==> src/rtl/conv_frame_sequencer.sv <==
// -----------------------------------------------------------------------------
// conv_frame_sequencer
//
// Purpose:
//   Runs one complete frame through the convolution datapath. A start request
//   streams the N*N image out of the image block RAM into conv_top, with the
//   pixel valid delayed to match the RAM read latency. conv_top is kept
//   enabled until it reports that its run has finished. Every valid conv_top
//   result is written to the result store at sequential addresses, and done
//   pulses once the frame is complete.
//
// Ports:
//   clk             clock, all logic on the rising edge
//   rst             asynchronous active-low reset
//   start_i         frame start request, sampled only while idle
//   busy_o          high whenever a frame is in progress
//   done_o          one-cycle pulse at frame completion
//   err_o           sticky run timeout flag, cleared by the next accepted start
//   bram_en_o       image RAM read enable
//   bram_addr_o     image RAM read address
//   bram_data_i     image RAM read data (RD_LAT cycles after the address)
//   conv_ena_o      conv_top enable
//   conv_data_o     pixel to conv_top
//   conv_valid_o    pixel valid to conv_top
//   conv_data_i     conv_top result
//   conv_valid_i    conv_top result valid
//   conv_running_i  conv_top busy indicator
//   res_we_o        result store write enable
//   res_addr_o      result store write address
//   res_data_o      result store write data
//   res_count_o     results written in the current or last frame
// -----------------------------------------------------------------------------
module conv_frame_sequencer #(
   parameter int N          = 100,
   parameter int DATA_WIDTH = 32,
   parameter int ADDR_WIDTH = 14,
   parameter int RD_LAT     = 1,
   parameter int TIMEOUT    = 65535
) (
   input  logic                  clk,
   input  logic                  rst,
   input  logic                  start_i,
   output logic                  busy_o,
   output logic                  done_o,
   output logic                  err_o,
   output logic                  bram_en_o,
   output logic [ADDR_WIDTH-1:0] bram_addr_o,
   input  logic [DATA_WIDTH-1:0] bram_data_i,
   output logic                  conv_ena_o,
   output logic [DATA_WIDTH-1:0] conv_data_o,
   output logic                  conv_valid_o,
   input  logic [DATA_WIDTH-1:0] conv_data_i,
   input  logic                  conv_valid_i,
   input  logic                  conv_running_i,
   output logic                  res_we_o,
   output logic [ADDR_WIDTH-1:0] res_addr_o,
   output logic [DATA_WIDTH-1:0] res_data_o,
   output logic [ADDR_WIDTH-1:0] res_count_o
);

   localparam logic [ADDR_WIDTH-1:0] LAST_ADDR  = ADDR_WIDTH'(N * N - 1);
   localparam logic [ADDR_WIDTH-1:0] ADDR_MAX   = '1;
   localparam int                    WAIT_W     = $clog2(TIMEOUT + 1);
   localparam logic [WAIT_W-1:0]     WAIT_LAST  = WAIT_W'(TIMEOUT - 1);
   localparam logic [1:0]            DRAIN_LAST = 2'(RD_LAT - 1);

   typedef enum logic [2:0] {
      IDLE,
      FETCH,
      DRAIN,
      WAIT_RUN,
      FINISH
   } state_t;

   state_t                  state_reg, state_next;
   logic [ADDR_WIDTH-1:0]   addr_reg;
   logic [1:0]              drain_cnt_reg;
   logic [WAIT_W-1:0]       wait_cnt_reg;
   logic                    seen_run_reg;
   logic                    err_reg;
   logic                    timeout_hit;
   logic                    start_accept;

   // Issue-flag delay line: bit k is the flag delayed by k+1 cycles.
   logic [RD_LAT-1:0]       valid_pipe_reg;
   logic [RD_LAT:0]         valid_pipe_in;
   logic                    issue;

   logic                    res_we_reg;
   logic [ADDR_WIDTH-1:0]   res_addr_out_reg;
   logic [DATA_WIDTH-1:0]   res_data_reg;
   logic [ADDR_WIDTH-1:0]   res_ptr_reg;
   logic [ADDR_WIDTH-1:0]   res_count_reg;
   logic                    capture;

   // -------------------------------------------------------------------------
   // FSM: next state and state-decoded outputs
   // -------------------------------------------------------------------------
   always_comb begin
      state_next  = state_reg;
      timeout_hit = 1'b0;
      busy_o      = 1'b1;
      done_o      = 1'b0;
      bram_en_o   = 1'b0;
      conv_ena_o  = 1'b0;
      case (state_reg)
         IDLE: begin
            busy_o = 1'b0;
            if (start_i) begin
               state_next = FETCH;
            end
         end
         FETCH: begin
            bram_en_o  = 1'b1;
            conv_ena_o = 1'b1;
            if (addr_reg == LAST_ADDR) begin
               state_next = DRAIN;
            end
         end
         DRAIN: begin
            conv_ena_o = 1'b1;
            // The last issued read surfaces in the final DRAIN cycle.
            if (drain_cnt_reg == DRAIN_LAST) begin
               state_next = WAIT_RUN;
            end
         end
         WAIT_RUN: begin
            conv_ena_o = 1'b1;
            if (seen_run_reg && !conv_running_i) begin
               state_next = FINISH;
            end else if (wait_cnt_reg == WAIT_LAST) begin
               timeout_hit = 1'b1;
               state_next  = FINISH;
            end
         end
         FINISH: begin
            done_o     = 1'b1;
            state_next = IDLE;
         end
         default: begin
            busy_o     = 1'b0;
            state_next = IDLE;
         end
      endcase
   end

   assign start_accept = (state_reg == IDLE) && start_i;

   always_ff @(posedge clk or negedge rst) begin
      if (!rst) begin
         state_reg <= IDLE;
      end else begin
         state_reg <= state_next;
      end
   end

   // -------------------------------------------------------------------------
   // Read address, drain/wait counters, run tracking and error flag
   // -------------------------------------------------------------------------
   always_ff @(posedge clk or negedge rst) begin
      if (!rst) begin
         addr_reg      <= '0;
         drain_cnt_reg <= '0;
         wait_cnt_reg  <= '0;
         seen_run_reg  <= 1'b0;
         err_reg       <= 1'b0;
      end else begin
         if (start_accept) begin
            addr_reg     <= '0;
            seen_run_reg <= 1'b0;
            err_reg      <= 1'b0;
         end else begin
            // Address holds at the last pixel once the fetch is complete.
            if (state_reg == FETCH && addr_reg != LAST_ADDR) begin
               addr_reg <= addr_reg + ADDR_WIDTH'(1);
            end
            // Running may already be seen while pixels are still streaming.
            if (busy_o && conv_running_i) begin
               seen_run_reg <= 1'b1;
            end
            if (timeout_hit) begin
               err_reg <= 1'b1;
            end
         end

         if (state_reg == DRAIN) begin
            drain_cnt_reg <= drain_cnt_reg + 2'd1;
         end else begin
            drain_cnt_reg <= '0;
         end

         if (state_reg == WAIT_RUN) begin
            wait_cnt_reg <= wait_cnt_reg + WAIT_W'(1);
         end else begin
            wait_cnt_reg <= '0;
         end
      end
   end

   assign bram_addr_o = addr_reg;
   assign err_o       = err_reg;

   // -------------------------------------------------------------------------
   // Pixel valid alignment to the RAM read latency
   // -------------------------------------------------------------------------
   assign issue         = (state_reg == FETCH);
   assign valid_pipe_in = {valid_pipe_reg, issue};

   always_ff @(posedge clk or negedge rst) begin
      if (!rst) begin
         valid_pipe_reg <= '0;
      end else begin
         valid_pipe_reg <= valid_pipe_in[RD_LAT-1:0];
      end
   end

   assign conv_valid_o = valid_pipe_reg[RD_LAT-1];
   // Data passes straight through but is held at zero outside valid cycles,
   // so nothing stale reaches conv_top while idle or in reset.
   assign conv_data_o  = conv_valid_o ? bram_data_i : '0;

   // -------------------------------------------------------------------------
   // Result capture: one registered write per running & valid result
   // -------------------------------------------------------------------------
   assign capture = busy_o && conv_running_i && conv_valid_i;

   always_ff @(posedge clk or negedge rst) begin
      if (!rst) begin
         res_we_reg       <= 1'b0;
         res_addr_out_reg <= '0;
         res_data_reg     <= '0;
         res_ptr_reg      <= '0;
         res_count_reg    <= '0;
      end else begin
         res_we_reg <= 1'b0;
         if (start_accept) begin
            res_addr_out_reg <= '0;
            res_ptr_reg      <= '0;
            res_count_reg    <= '0;
         end else if (capture) begin
            res_we_reg       <= 1'b1;
            res_data_reg     <= conv_data_i;
            res_addr_out_reg <= res_ptr_reg;
            // Saturate instead of wrapping so earlier results are never
            // overwritten; overflow writes pile up at the top address.
            if (res_ptr_reg != ADDR_MAX) begin
               res_ptr_reg <= res_ptr_reg + ADDR_WIDTH'(1);
            end
            if (res_count_reg != ADDR_MAX) begin
               res_count_reg <= res_count_reg + ADDR_WIDTH'(1);
            end
         end
      end
   end

   assign res_we_o    = res_we_reg;
   assign res_addr_o  = res_addr_out_reg;
   assign res_data_o  = res_data_reg;
   assign res_count_o = res_count_reg;

endmodule
==> config.mk <==
export PLATFORM = sky130hd
export DESIGN_NAME = conv_frame_sequencer
export DESIGN_NICKNAME = d
export VERILOG_FILES = /design/src/rtl/conv_frame_sequencer.sv
export SDC_FILE = /design/constraint.sdc
export NUM_CORES = 1
export LEC_CHECK = 0
export BUFFER_PORTS_ARGS = -buffer_cell sky130_fd_sc_hd__buf_2
export CAP_MARGIN = 25
export CORE_ASPECT_RATIO = 1.5
export CORE_UTILIZATION = 51
export CTS_BUF_LIST = sky130_fd_sc_hd__clkbuf_16
export DETAILED_ROUTE_END_ITERATION = 6
export GPL_TIMING_DRIVEN = 0
export PLACE_DENSITY = 0.77
export SLEW_MARGIN = 0
export SYNTH_ARGS = -nofsm -noshare
export SYNTH_HDL_FRONTEND = slang
export SYNTH_SLANG_ARGS = --single-unit
==> constraint.sdc <==
create_clock -name clk -period 2.3 [get_ports clk]
set_input_delay 0.46 -clock clk [delete_from_list [all_inputs] [get_ports clk]]
set_output_delay 0.46 -clock clk [all_outputs]
set_load 0.05 [all_outputs]
==> out/metrics.cfg <==
[outcome]
run_status = complete, no violations

[route]
detailedRoute.firstIterationViolations = 239
detail_route.wirelength_um = 14720
routedWlPerCell_um = 15.35
detail_route.vias_per_cell = 5.498
met3RoutedLength_um = 864
wl_met2_um = 7810
via_count = 5273
antenna_left = 0
drt-pass1-iter-count = 4
m1WireLength_um = 5664
highest_layer = met4
detail_route.drc_violations = 0

[logic_synthesis]
syn_nets = 677
asyncSetResetFlopFracSynth_pct = 100.0
post_synth_inst_count = 602
number_of_different_library_cells_in_the_post_synthesis_netlist = 58
synth_enable_flop_cells = 0
ys_seq_elements = 113
post_synth.cell_area_avg_um2 = 9.251
synth_sequential_area_ratio_pct = 50.78
ys.warnings.count = 0
synthFlopType = sky130_fd_sc_hd__dfrtp_1
post_synth_instance_area_um2 = 5569

[placement]
port_buffers = 181
dpl.cell_count = 928
gp_routability_congestion = 0.8561
place_hpwl_um = 10680

[final_layout]
n_fill_cell = 896
layout_common_cells = sky130_fd_sc_hd__buf_2, sky130_fd_sc_hd__nand2_1, sky130_fd_sc_hd__dfrtp_1
finish.utilization_pct = 68.92
num-nets-final = 878
finalNonFillerCells = 959
most_common_library_cell_in_the_layout_ignoring_fill_and_taps = sky130_fd_sc_hd__buf_2
areaGrowthSynthToFinish_pct = 31.05
antenna_diode_count = 0
max_ffs_per_register = 32
final_layout_size_suffix_gt1_share_pct = 29.08

[floorplanning]
floorplan.die_area_um2 = 11350
die_width_um = 87.32
core-area_um2 = 10590
num_rows = 46
dieHeight_um = 130.0
top_level_pins = 182
initial_core_util_pct = 52.59

[sta]
fin_setup_tns_ps = 0
setup-violations-final = 0
finalCritPeriodShare_pct = 96.68
worst_pin_slew_ps = 828.9
finalCriticalPeriod_ps = 2224
hold-worst-slack_ps = 96.18
clock_skew_ps = 5.893
report.final.hold_viol_count = 0
rsz_0062_raised_after_global_routing = false
report.final.slew_viol_count = 0
timing.fmax_mhz = 449.7
timing.slew.headroom_pct = 44.23

[setup_path]
path_max_fanout = 10
critical_path.slowest_cell = sky130_fd_sc_hd__or4b_1
critical_path.startpoint_type = flip-flop
crit_path_end_kind = flip-flop
path_class = reg -> reg
cp_cell_sequence = or4b_1 -> o41ai_4 -> buf_4 -> mux2i_1 -> nor2_1
worst_ep_arrival_time_ps = 2510
worst_ep_required_time_ps = 2580
r2r_slack_ps = 80
slowest_delay_ps = 640

[grt]
grt_start_max_net_pins = 63
grtUsageTotal_pct = 26.58
antenna_found_initial = 0
grt_first_pass_wirelength_um = 23000
first_global_vias = 4932
overflow = 0

[clock_network]
h_tree_depth = 4
worst_skew_pair.late_latency_ps = 410
ctsHoldBuffers = 0
cts-buffers-inserted = 17
cts.sink_count = 113
cts_root_buf = sky130_fd_sc_hd__clkbuf_16
tritoncts_clock_tree = yes
max-clock-path-buffers = 2
path_clk_slew_ps = 50

[run]
drv.max_cap_violation_count = 0

[min_path]
hold_path.class = in -> async

[power_and_ir_drop]
pd_cells_nw_per_um2 = 1226
p_leak_nw = 3.623
peakVddDrop_uv = 814.7

timing repair:
| action | 4_1_cts | 5_1_grt |
|---|---|---|
| endpoints found under the setup margin | 20 | 53 |
| setup buffers | 0 | 0 |
| resized for setup | 2 | 1 |
| pin swaps | 0 | 0 |
worst paths after layout:
check	start	end	depth (start not counted)
max	bram_addr_o[7]	bram_addr_o[1]	5
min	rst	res_data_o[24]	1
max in group asynchronous	rst	seen_run_reg	2
min in group clk	conv_data_i[18]	res_data_o[18]	3
max reg2reg	bram_addr_o[7]	bram_addr_o[1]	5
min reg2reg	res_data_o[31]	res_data_o[31]	2
routing by layer:
| metal | vias to the layer above | GRT usage (%) |
|---|---|---|
| met5 | - | 0 |
| met1 | 2535 | 29.20 |
| met4 | 0 | 12.44 |
| li1 | 2521 | - |
| met2 | 193 | 47.15 |
| met3 | 24 | 7.274 |
cells in the mapped netlist (10+ instances only):
cell type,count,area [um^2]
sky130_fd_sc_hd__nand4_1,14,87.58
sky130_fd_sc_hd__a21oi_1,27,135.1
sky130_fd_sc_hd__clkbuf_1,13,48.80
sky130_fd_sc_hd__o31ai_1,17,127.6
sky130_fd_sc_hd__and4_1,10,87.58
sky130_fd_sc_hd__and2_1,36,225.2
sky130_fd_sc_hd__inv_1,14,52.55
sky130_fd_sc_hd__or4_1,16,120.1
sky130_fd_sc_hd__nand3_1,35,175.2
sky130_fd_sc_hd__dfrtp_1,113,2828
sky130_fd_sc_hd__nor3_1,11,55.05
sky130_fd_sc_hd__nor2_1,28,105.1
sky130_fd_sc_hd__nand2_1,151,566.8
kinds of logic after synthesis:
logic type               Yosys count  share of synthesized area (%)
AO/OA/AOI/OAI                     76                          9.549
adder cells (fa/ha/maj)            6                          1.348
buffers and inverters             43                          3.325
multiplexers                      11                          2.022
flip-flops                       113                          50.78
AND/OR/NAND/NOR                  341                          31.09
XOR/XNOR                          12                          1.887
critical path, delay by kind of cell, from the launching register on:
kind / cells / cell delay [ps]
simple gates: 2 / 700
flops: 1 / 470
compound gates: 1 / 450
buf+inv: 1 / 260
mux: 1 / 220
power by group:
part | internal, W | leakage, nW | total, W | switching, W
clock network | 0.00178 | 0.288 | 0.00266 | 0.000878
registers | 0.00238 | 1.49 | 0.00273 | 0.000349
logic | 0.000834 | 1.84 | 0.00356 | 0.00273
metrics by stage:
stage               area (um^2)  total power [W]  setup slack [ps]
detailed placement         6691         0.006305            -101.0
floorplan                  5575         0.005384             73.37
finish                     7298         0.008950             76.25
CTS                        7292         0.009000             32.33
global route               7298         0.009354             8.327
global placement           6661         0.006201            -519.3
area by class of cell:
class                   count  area [um^2]  share of cell area (%)
repair buffers            182        935.9                   12.82
inverters                  15        56.30                  0.7715
multi-input cells         446         2569                   35.20
well taps                 144        180.2                   2.469
clock inverters            14        172.7                   2.366
flip-flops and latches    113         2828                   38.75
plain buffers              28        131.4                   1.800
clock buffers              17        425.4                   5.829
Power figures use the tool's default switching activity.
